$ cat src/rtl/bcd_timer_ctrl.sv
// bcd_timer_ctrl: two-digit BCD down-timer with edge-triggered start/stop and a validated preset load
module bcd_timer_ctrl #(
  parameter int PRESCALE = 4
) (
  input  logic       CK,
  input  logic       nClear,
  input  logic       start,
  input  logic       stop,
  input  logic       load,
  input  logic [7:0] preset,
  output logic [7:0] Q,
  output logic       running,
  output logic       done,
  output logic       err
);
  typedef enum logic [1:0] {IDLE, RUN, PAUSE, DONE} state_t;
  localparam logic [7:0] LAST = 8'(PRESCALE - 1);
  state_t state, state_n;
  logic [7:0] presc, presc_n, q_n, q_dec;
  logic start_d, stop_d, start_re, stop_re, tick, valid, done_n, err_n;
  always_comb begin
    start_re = start & ~start_d;
    stop_re = stop & ~stop_d;
    valid = preset[7:4] <= 4'd9 && preset[3:0] <= 4'd9;
    tick = presc == LAST;
    q_dec = Q[3:0] == 4'd0 ? {Q[7:4] - 4'd1, 4'd9} : {Q[7:4], Q[3:0] - 4'd1};
    state_n = state;
    presc_n = presc;
    q_n = Q;
    done_n = 1'b0;
    err_n = 1'b0;
    if (state == RUN) begin
      if (stop_re)
        state_n = PAUSE;
      else if (tick) begin
        presc_n = 8'd0;
        q_n = q_dec;
        if (q_dec == 8'h00) begin
          state_n = DONE;
          done_n = 1'b1;
        end
      end else
        presc_n = presc + 8'd1;
    end else if (load) begin
      if (valid) begin
        q_n = preset;
        state_n = IDLE;
        presc_n = 8'd0;
      end else
        err_n = 1'b1;
    end else if (start_re && Q != 8'h00) begin
      state_n = RUN;
      presc_n = state == PAUSE ? presc : 8'd0;
    end
  end
  always_ff @(posedge CK) begin
    if (!nClear) begin
      state <= IDLE;
      presc <= 8'd0;
      Q <= 8'h00;
      start_d <= 1'b0;
      stop_d <= 1'b0;
      running <= 1'b0;
      done <= 1'b0;
      err <= 1'b0;
    end else begin
      state <= state_n;
      presc <= presc_n;
      Q <= q_n;
      start_d <= start;
      stop_d <= stop;
      running <= state_n == RUN;
      done <= done_n;
      err <= err_n;
    end
  end
endmodule

$ cat config.mk
export PLATFORM = sky130hd
export DESIGN_NAME = bcd_timer_ctrl
export DESIGN_NICKNAME = d
export VERILOG_FILES = /design/src/rtl/bcd_timer_ctrl.sv
export SDC_FILE = /design/constraint.sdc
export NUM_CORES = 1
export LEC_CHECK = 0
export CAP_MARGIN = 20
export CORE_MARGIN = 3
export CORE_UTILIZATION = 40
export CTS_CLUSTER_DIAMETER = 120
export DETAILED_ROUTE_END_ITERATION = 16
export PLACE_DENSITY = 0.71
export SLEW_MARGIN = 20
export SYNTH_ARGS = -nofsm -noshare
export SYNTH_HDL_FRONTEND = slang
export SYNTH_SLANG_ARGS = --single-unit
$ cat constraint.sdc
create_clock -name CK -period 1.81 [get_ports CK]
set_input_delay 0.543 -clock CK [delete_from_list [all_inputs] [get_ports CK]]
set_output_delay 0.543 -clock CK [all_outputs]
set_load 0.03 [all_outputs]
======== Word level (Yosys, flattened, before mapping) ========
Cells that the tools add are included.
storage, ports and cells
  input bits .............................. 13
  logic and storage cells ................. 63
  flip-flop bits (word level) ............. 23
  output and inout port bits .............. 11
operators by class
  bitwise logic cells ..................... 8
  $add $sub $neg .......................... 3
  order comparisons ....................... 2
  reduce and logical (&&, ||, !) cells .... 12
  equality and inequality tests ........... 8
  mux-type cells .......................... 22
operator list
  operator                                                count
  two-way mux 8 bit                                       13
  two-way mux 2 bit                                       7
  adder 8 x 1 -> 8 bit (second input constant)            1
  equality test 8 x 2 -> 1 bit (second input constant)    1
  less-or-equal comparator 4 bit (second input constant)  2
  logical NOT 8 bit                                       1
  AND reduction 4 bit                                     2
  nonzero test 8 bit                                      1
  subtractor 4 x 1 -> 4 bit (second input constant)       2
  inverter 1 bit                                          6
  equality test 2 x 1 -> 1 bit (second input constant)    2
  logical NOT 4 bit                                       1
  != test 2 bit (second input constant)                   2
  nonzero test 2 bit                                      2
  OR reduction 4 bit                                      1
  != test 3 x 1 -> 1 bit (second input constant)          1
  != test 3 bit (second input constant)                   1
  nonzero test 3 bit                                      1
  OR reduction 3 bit                                      1
  bitwise AND 1 bit                                       2
  equality test 2 bit (second input constant)             1
  logical AND 1 bit                                       2
  two-way mux 1 bit                                       2

======== Longest topological paths before layout ========
Gate-level depths: netlist of run 1.
  word-level depth ........................ 8
  mapped depth ............................ 6
  mapped depth without buffers ............ 6

======== Worst setup path before layout of run 1 ========
OpenSTA, ideal clock, no wires.
  path kind ............................... flip-flop to flip-flop
  start point ............................. register Q[0]
  end point ............................... register Q[6]
  setup slack ............................. -0.051 ns
  cell stages (with the launch flop) ...... 5
  path buffers ............................ 0
  clock period less this slack ............ 1.861 ns
  setup time .............................. 0.088 ns
  arrival time ............................ 1.773 ns
  required time ........................... 1.722 ns
  cell sequence ........................... dfxtp_1 or4_4 or3_1 o21a_1 o32ai_2
on the way
  cells in the longest elaborated chain, start to end .. 5
RTL lines
  item                    RTL line  RTL
  start, declared         11        output logic [7:0] Q,
  start signal, assigned  69        Q <= q_n;
  logical NOT 4 bit       26        q_dec = Q[3:0] == 4'd0 ? {Q[7:4] - 4'd1, 4'd9} : {Q[7:4], Q[3:0] - 4'd1};
  two-way mux 8 bit       26
  two-way mux 8 bit       35        else if (tick) begin
  two-way mux 8 bit       33        if (stop_re)
  two-way mux 8 bit       32        if (state == RUN) begin
Every way passes these cells. The select of a mux whose other input is x is not followed.
A chain may end at the register's enable or synchronous reset.

======== Worst setup path after layout of run 1 ========
  start point ............................. register Q[0]
  end point ............................... register running
on the way
  cells in the longest elaborated chain, start to end .. 8
  elaborated cells between the ends (all ways) .. 13
  classes of those cells .................. add/sub (1); eq/ne (1); mux (7); reduce/logical (4)
RTL lines
  item                                                                   RTL line  RTL
  subtractor 4 x 1 -> 4 bit / logical NOT 4 bit (equally long branches)  26
  two-way mux 8 bit                                                      26
  logical NOT 8 bit                                                      38        if (q_dec == 8'h00) begin
  two-way mux 2 bit                                                      38
  two-way mux 2 bit                                                      35
  two-way mux 2 bit                                                      33
  two-way mux 2 bit *                                                    32
  equality test 2 x 1 -> 1 bit *                                         72        running <= state_n == RUN;
  end signal, assigned                                                   63        running <= 1'b0;
  end signal, assigned                                                   72
  end, declared                                                          12        output logic running,
Every way passes the cells marked *; elsewhere a longest branch is shown, timed or not.

==> impl_results.md, run 1 <==
- Slew @ Worst Pin: 0.379 ns
- Crit-path cells: or4_4 -> o41ai_4 -> nand4_1 -> o211a_1
- Worst vdd ir: 0.443 mV
- Routability cong.: 0.910
- Psw: 0.000421 W
- Startpoint types: flop
- Status: finished with violations
- Share of the synthesized area in the top cell type: 32.9%
- Max incr delay on CP: 0.58 ns
- Largest net degree at the start of global routing: 16
- Share of cells above drive strength 1: 32.0%
- Cell Pwr Density: 606 nW/um2
- Core area: 3200 um2
- Post-DP HPWL: 3100 um
- Placed insts: 254
- Hold depth: 1
- Post-synth EDFFs: 0
- Die Y: 65.1 um
- Maximum capacitance violations: 0
- Yosys Warn Count: 0
- Comb pwr share: 33.8%
- Clock network fraction of total power: 21.2%
- Inserted Clock Buffers: 3
- Worst setup path class: reg2reg
- Mean post-synth cell area: 8.38 um2
- Final ANT Viol Nets: 0
- Vias: 1603
- Pre-Repair DR Iteration Count: 4
- Wire length per cell: 16.7 um
- Slowest CP cell: or4_4
- RSZ-0062 raised after global routing: yes
- H-tree depth: 1
- Clock Sinks: 23
- WHS: 0.531 ns
- Antenna violations before repair: 0
- Fillers: 313
- Tcrit/Tclk final: 101%
- Fin crit period: 1.82 ns
- Critical Path Sink Type: flop
- Final worst slack: -0.0104 ns
- Global route overflow: 0
- CP delay by family, top: simple AND/OR/NAND/NOR gates
- FMAX: 549 MHz
- R2R depth: 4
- Clock Latency Late Sink: 0.33 ns
- Reg clk slew, reported paths: 0.13 ns
- CP Max Fanout: 5
- Worst relative slew slack: 74.5%
- Flop pwr share: 45.0%
- Pleak: 0.855 nW
- Sw Share: 34.4%
- HP Class: reg2reg
- CTS tree: yes
- Post-Syn Instances: 167
- Asr flop ratio synth: 0%
- Cell depth of the worst setup path: 4
- Power, Total: 0.00122 W
- Buffer and inverter count on the worst path: 0
- Final WL: 4390 um
- Final Max Slew Viols: 0
- Clk root buf: clkbuf_4
- Required time worst endpoint: 2.03 ns
- Initial core utilization: 43.7%
- Syn Nets: 183
- Layout Cells excl Fill: 263
- First-pass GRT wire length: 7220 um
- DIE AREA: 4240 um2
- Unique cell type count in the Yosys netlist: 50
- Number of diodes: 0
- Clock buffer depth: 2
- Remaining DRCs: 0
- Initial DRC count: 112
- Synth Cell Area: 1400 um2
- # hold bufs at CTS: 0
- Final setup vio count: 1
- Seq cells post-synth: 23
- Vias in the first global route: 1534
- Yosys top cell by area: dfxtp_1
- Synth top area cells: dfxtp_1 33%, a21oi_1 5.0%, nand2_1 3.5%
- Hold Vio Cnt, Final: 0
- NumNets Final: 236
- Vias per std cell: 6.10
- Most used DFF post-synth: dfxtp_1
- GR Util All Layers: 21.5%
- Sequential area share after synthesis: 32.9%
- Final Skew: 0.0140 ns
- I/O pin count: 24
- Failing checks: negative setup slack
- Internal power: 0.000803 W
- Rows: 20
- Die X: 65.1 um
- # port buffers: 23
- Layout area overhead: 44.3%
- Arr. time, crit path: 2.04 ns
final timing paths:
path	start	end	slack, ns
worst min-delay path	presc[6]$_SDFFE_PN0P_	presc[6]$_SDFFE_PN0P_	0.53
worst max-delay path	Q[0]$_SDFFE_PN0P_	running$_SDFF_PN0_	-0.01
worst min register to register	presc[6]$_SDFFE_PN0P_	presc[6]$_SDFFE_PN0P_	0.53
worst max register to register	Q[0]$_SDFFE_PN0P_	running$_SDFF_PN0_	-0.01
metrics by stage:
stage | util [%] | instance area, um2 | setup TNS [ns] | setup WS, ns
after floorplan | - | 1400 | 0 | 0.0293
after global placement | 58.3 | 1870 | -7.95 | -0.492
after detailed placement | 58.3 | 1870 | -8.70 | -0.536
after CTS | 60.4 | 1930 | 0 | 0.00336
after global routing | 63.0 | 2020 | -0.247 | -0.0787
final | 63.0 | 2020 | -0.0104 | -0.0104
power by group through the flow:
stage | combinational (W) | sequential, W | clock [W]
6_report | 0.000414 | 0.000550 | 0.000259
5_1_grt | 0.000447 | 0.000554 | 0.000290
4_1_cts | 0.000391 | 0.000550 | 0.000263
3_5_place_dp | 0.000381 | 0.000564 | 0
3_3_place_gp | 0.000372 | 0.000562 | 0
2_1_floorplan | 0.000180 | 0.000595 | 0
layout make-up:
class	count	area, um2	share of cell area [%]
clock buffers	3	22.5	1.12
clock inverters	1	5.00	0.248
repair buffers	56	478	23.7
inverters	4	15.0	0.744
flip-flops and latches	23	470	23.3
multi-input cells	132	972	48.2
well taps	44	55.1	2.73
cells in the mapped netlist (3+ instances only):
| cell type | n |
|---|---|
| and3_1 | 4 |
| nand2_1 | 13 |
| a21oi_1 | 14 |
| a31oi_1 | 7 |
| dfxtp_1 | 23 |
| inv_1 | 4 |
| ha_1 | 3 |
| a311oi_1 | 4 |
| nand2b_1 | 3 |
| clkbuf_1 | 7 |
| nor2_1 | 10 |
| nor4_1 | 5 |
| nand4_1 | 4 |
| nor3_1 | 4 |
| o21ai_0 | 9 |
| and2_1 | 4 |
| nand3_1 | 9 |
kinds of logic after synthesis:
| kind of cell | count (synthesis) | share of synthesized area [%] |
|---|---|---|
| AND/OR/NAND/NOR | 73 | 31.2 |
| AO/OA/AOI/OAI | 55 | 29.2 |
| adder cells (fa/ha/maj) | 3 | 2.68 |
| flip-flops | 23 | 32.9 |
| buffers and inverters | 12 | 3.22 |
| multiplexers | 1 | 0.805 |
metal layers:
layer  vias up  global-route usage [%]  routed length [um]
met3         7                    5.13                 249
met5         -                       0                   0
li1        749                       -                   -
met1       792                    27.7                2010
met4         0                    5.44                  26
met2        55                    36.0                2100
sequential cells by signal, indices dropped and copies added, names as in the netlist:
signal and count:
done 1, start_d 1, state 2, Q 8
running 1, err 1, presc 8, stop_d 1
repair_timing:
action / in CTS / in global routing
buffers inserted: 3 / 1
setup endpoints to repair: 30 / 18
pin swaps: 2 / 7
gates cloned: 0 / 1
resized for setup: 19 / 23
layout by cell type (no fill, tap or decap), types with 3 or more instances in the layout:
cell             netlist  final
a21oi_1               14     13
a311oi_2               0      4
a31oi_1                7      7
and2_1                 4      5
and3_1                 4      3
buf_4                  0     30
clkbuf_4               0      3
clkdlybuf4s50_1        0      7
dfxtp_1               23     19
dlygate4sd2_1          0     10
dlymetal6s2s_1         0      5
ha_1                   3      3
inv_1                  4      4
nand2_1               13     13
nand3_1                9      9
nand4_1                4      4
nor2_1                10     10
nor3_1                 4      4
nor4_1                 5      4
o21ai_0                9      7
Note: power is estimated with default switching activity, not from simulation.
==> inputs of run 2 (changes only) <==
--- a/config.mk
+++ b/config.mk
@@ -8,6 +8,7 @@
 export CAP_MARGIN = 20
 export CORE_MARGIN = 3
 export CORE_UTILIZATION = 40
+export CTS_BUF_LIST = sky130_fd_sc_hd__clkbuf_8
 export CTS_CLUSTER_DIAMETER = 120
 export DETAILED_ROUTE_END_ITERATION = 16
 export PLACE_DENSITY = 0.71
==> run 2 against run 1 <==
The run still ends with negative setup slack left. Combinational power rose by 4%. Clock-buffer cell count did not move. Global-route usage fell by 0.14 points. Clock power rose by 29%. Sequential cell count did not move.
==> impl_results.md, run 2 (synthesis gave the netlist of run 1 again) <==
- DIE AREA: 4240 um2
- Fillers: 308
- Max incr delay on CP: 0.58 ns
- # port buffers: 23
- Biggest regs: Q (8), presc (8), state (2)
- Arr. time, crit path: 1.98 ns
- Pleak: 0.869 nW
- Layout area overhead: 46.2%
- RSZ-0062 raised after global routing: yes
- Number of diodes: 0
- Tcrit/Tclk final: 100%
- WHS: 0.513 ns
- Worst vdd ir: 0.456 mV
- Vias: 1597
- GR Util All Layers: 21.3%
- Vias in the first global route: 1530
- Setup TNS: -0.00528 ns
- Core area: 3200 um2
- Clk root buf: clkbuf_8
- I/O pin count: 24
- Multi-input logic area: 982 um2
- Initial DRC count: 126
- Failing checks: negative setup slack
- Pre-CTS WS: -0.536 ns
- Worst relative slew slack: 74.7%
- CP Max Fanout: 4
- Fin crit period: 1.82 ns
- Commonest cells after routing, fill and taps aside: 30 x buf_4, 20 x dfxtp_1, 14 x dlygate4sd2_1
- Wire length per cell: 17.0 um
- Slowest CP cell: or4_4
- Die Y: 65.1 um
- Slew @ Worst Pin: 0.377 ns
- Reg clk slew, reported paths: 0.09 ns
- Final ANT Viol Nets: 0
- Final WL: 4480 um
- Status: finished with violations
- Post-DP HPWL: 3100 um
- Clock Sinks: 23
- Pre-Repair DR Iteration Count: 4
- Critical Path Sink Type: flop
- Routability cong.: 0.910
- NumNets Final: 236
- Cell Pwr Density: 643 nW/um2
- Antenna violations before repair: 0
- Share of cells above drive strength 1: 31.5%
- Final setup vio count: 1
- Final Max Slew Viols: 0
- Most common cell after layout, fill and taps aside: buf_4
- Worst setup path class: reg2reg
- Initial core utilization: 43.7%
- Register Area: 469 um2
- Global route overflow: 0
- Startpoint types: flop
- Hold Vio Cnt, Final: 0
- Die X: 65.1 um
- Placed cell area: 1870 um2
- Final worst slack: -0.00528 ns
- Crit-path cells: or4_4 -> o41ai_4 -> nand4_1 -> o211a_1
- Final instance area: 2050 um2
- First-pass GRT wire length: 7160 um
- Clock Latency Late Sink: 0.27 ns
- Remaining DRCs: 0
- Clock buffer depth: 2
- FMAX: 551 MHz
- Vias per std cell: 6.07
- Maximum capacitance violations: 0
- # hold bufs at CTS: 0
- Rows: 20
- Final Skew: 0.00699 ns
- H-tree depth: 1
- Largest net degree at the start of global routing: 16
- HP Class: in2reg
- Required time worst endpoint: 1.97 ns
- CTS tree: yes
- Inserted Clock Buffers: 3
[run 2: worst paths after layout]
kind | start | end | slack, ns | cells after the start
setup / recovery | Q[1]$_SDFFE_PN0P_ | running$_SDFF_PN0_ | -0.005 | 4
hold / removal | start | start_d$_SDFF_PN0_ | 0.51 | 2
setup reg to reg | Q[1]$_SDFFE_PN0P_ | running$_SDFF_PN0_ | -0.005 | 4
hold reg to reg | presc[6]$_SDFFE_PN0P_ | presc[6]$_SDFFE_PN0P_ | 0.53 | 1
[run 2: critical path: cells and delay by family, from the launching register on]
kind / cells / cell delay (ns)
compound gates: 2 / 0.53
flops: 1 / 0.36
simple gates: 2 / 0.81
[run 2: per-layer routing]
layer | vias up | share of wire [%] | track usage, %
li1 | 749 | - | -
met2 | 60 | 49 | 36.8
met4 | 0 | 0.62 | 4.92
met3 | 7 | 6.2 | 4.62
met5 | - | 0 | 0
met1 | 781 | 45 | 27.2
[run 2: what timing repair did]
action,in CTS,in global routing
setup endpoints to repair,30,15
gates resized for setup,26,19
setup buffers,2,3
cloned,0,1
pin swaps,7,5
[run 2: layout make-up]
cell class | count | share of cell area (%)
clock buffers | 3 | 2.02
clock inverters | 1 | 0.245
inverters | 4 | 0.734
multi-input cells | 132 | 48.0
flip-flops and latches | 23 | 22.9
well taps | 44 | 2.69
repair buffers | 56 | 23.4
[run 2: per-stage QoR]
| step | power, W | cells | utilization [%] |
|---|---|---|---|
| 6_report | 0.00132 | 263 | 63.9 |
| 5_1_grt | 0.00138 | 263 | 63.9 |
| 4_1_cts | 0.00128 | 259 | 60.9 |
| 3_5_place_dp | 0.000945 | 254 | 58.3 |
| 3_3_place_gp | 0.000935 | 254 | 58.3 |
| 2_1_floorplan | 0.000775 | 167 | - |
[run 2: power breakdown]
part	switching, W	internal (W)
Clock	0.000180	0.000154
Combinational	0.000232	0.000200
Sequential	0.0000228	0.000526
Total	0.000435	0.000881
==> inputs of run 3 (changes only) <==
--- a/config.mk
+++ b/config.mk
@@ -16,3 +16,4 @@
 export SYNTH_ARGS = -nofsm -noshare
 export SYNTH_HDL_FRONTEND = slang
 export SYNTH_SLANG_ARGS = --single-unit
+export TNS_END_PERCENT = 10
==> run 3 against run 2 <==
Wire length fell by 4.9%. Hold slack got worse by 0.0014 ns. Setup slack got worse by 0.0073 ns. Register-to-register slack about the same. The flow still finishes with violations (negative setup slack). Fmax decreased by 0.40%. Clock skew is 0.0016 ns lower. Critical path type unchanged. Final area down 3.2%.
==> impl_results.md, run 3 (synthesis gave the netlist of run 1 again) <==
- Layout area overhead: 41.6%
- Most common cell after layout, fill and taps aside: buf_4
- First-pass GRT wire length: 7100 um
- Power, Total: 0.00128 W
- I/O pin count: 24
- Vias per std cell: 6.03
- Inserted Clock Buffers: 3
- Pleak: 0.841 nW
- Cell Pwr Density: 647 nW/um2
- Failing checks: negative setup slack
- # port buffers: 23
- Status: finished with violations
- Global route overflow: 0
- Fin crit period: 1.82 ns
- Vias in the first global route: 1509
- Post-DP HPWL: 3100 um
- Startpoint types: flop
- FMAX: 549 MHz
- Pre-Repair DR Iteration Count: 4
- Worst R2R Start: Q[0]$_SDFFE_PN0P_
- Reg clk slew, reported paths: 0.09 ns
- Setup TNS: -0.0190 ns
- RSZ-0062 raised after global routing: yes
- RR Endpoint: Q[2]$_SDFFE_PN0P_
- Routability cong.: 0.910
- Commonest cells after routing, fill and taps aside: 25 x buf_4, 20 x dfxtp_1, 14 x dlygate4sd2_1
- Tcrit/Tclk final: 101%
- Final setup vio count: 2
- Register Area: 469 um2
- Worst relative slew slack: 73.0%
- H-tree depth: 1
- Maximum capacitance violations: 0
- Slew @ Worst Pin: 0.401 ns
- CP Max Fanout: 6
- Hold Vio Cnt, Final: 0
- Clock Sinks: 23
- Required time worst endpoint: 2.02 ns
- Final ANT Viol Nets: 0
- Setup crit start: Q[0]$_SDFFE_PN0P_
- GR Util All Layers: 21.1%
- # hold bufs at CTS: 0
- Remaining DRCs: 0
- Worst setup path end: Q[2]$_SDFFE_PN0P_
- Fillers: 311
- Biggest regs: Q (8), presc (8), state (2)
- Rows: 20
- Number of diodes: 0
- Worst setup path class: reg2reg
- Arr. time, crit path: 2.03 ns
- CTS tree: yes
- Antenna violations before repair: 0
- Wire length per cell: 16.5 um
- Postcts setup bufs: 0
- Clk root buf: clkbuf_8
- Vias: 1557
- Reg-to-reg slack, setup: -0.01 ns
- Share of cells above drive strength 1: 27.6%
- Core area: 3200 um2
- Clock buffer depth: 2
- Final Core Density: 61.8%
- Placed cell area: 1870 um2
- Largest net degree at the start of global routing: 16
- Final instance area: 1980 um2
- NumNets Final: 231
- Final Max Slew Viols: 0
- Clock Latency Late Sink: 0.27 ns
- Initial DRC count: 119
- Die Y: 65.1 um
- DIE AREA: 4240 um2
- Final worst slack: -0.0126 ns
- Worst vdd ir: 0.454 mV
- Final Skew: 0.00540 ns
- Initial core utilization: 43.7%
- R2R depth: 5
- Critical Path Sink Type: flop
- Final WL: 4260 um
- Multi-input logic area: 955 um2
- Die X: 65.1 um
- HP Class: in2reg
==> run 3: cell type report <==
cell class              count  area share, %
inverters                   4          0.758
multi-input cells         132           48.2
clock buffers               3           2.08
repair buffers             51           22.2
well taps                  44           2.78
flip-flops and latches     23           23.7
clock inverters             1          0.253
==> run 3: worst min path at each step <==
stage | slack [ns] | from | depth (start not counted) | to
CTS | 0.53 | presc[4]$_SDFFE_PN0P_ | 1 | presc[4]$_SDFFE_PN0P_
global placement | 0.47 | presc[6]$_SDFFE_PN0P_ | 1 | presc[6]$_SDFFE_PN0P_
global route | 0.53 | start | 2 | start_d$_SDFF_PN0_
detailed placement | 0.51 | presc[4]$_SDFFE_PN0P_ | 1 | presc[4]$_SDFFE_PN0P_
floorplan | 0.44 | presc[6]$_SDFFE_PN0P_ | 1 | presc[6]$_SDFFE_PN0P_
finish | 0.51 | start | 2 | start_d$_SDFF_PN0_
==> run 3: layer usage <==
metal | wire length [um] | global-route usage, % | share of wire [%] | vias up
met5 | 0 | 0 | 0 | -
met4 | 18 | 5.44 | 0.42 | 0
met3 | 394 | 4.62 | 9.2 | 4
met2 | 2050 | 35.9 | 48 | 65
met1 | 1800 | 27.2 | 42 | 749
li1 | - | - | - | 739
==> run 3: where the power goes <==
group	internal (W)	leakage, nW	switching, W	total, W
clock	0.000154	0.0255	0.000180	0.000334
combinational	0.000181	0.627	0.000217	0.000397
sequential	0.000527	0.189	0.0000244	0.000551
total	0.000861	0.841	0.000421	0.00128
==> run 3: what timing repair did <==
action / in CTS / in global routing
gates resized for setup: 25 / 13
gates cloned: 0 / 1
setup endpoints to repair: 30 / 15
pin swaps: 3 / 6
==> run 3: worst max-delay path, stage by stage, from the launching register on <==
cell	delay [ns]
dfxtp_4	0.37
buf_4	0.15
or4b_2	0.68
and3_1	0.19
a211o_1	0.24
a21oi_2	0.13
==> run 3: through the flow <==
stage	setup slack [ns]	std cells	hold slack (ns)
after floorplan	0.0293	167	0.444
after global placement	-0.492	254	0.466
after detailed placement	-0.536	254	0.506
after CTS	-0.0523	257	0.525
after global routing	-0.0753	258	0.531
final	-0.0126	258	0.511
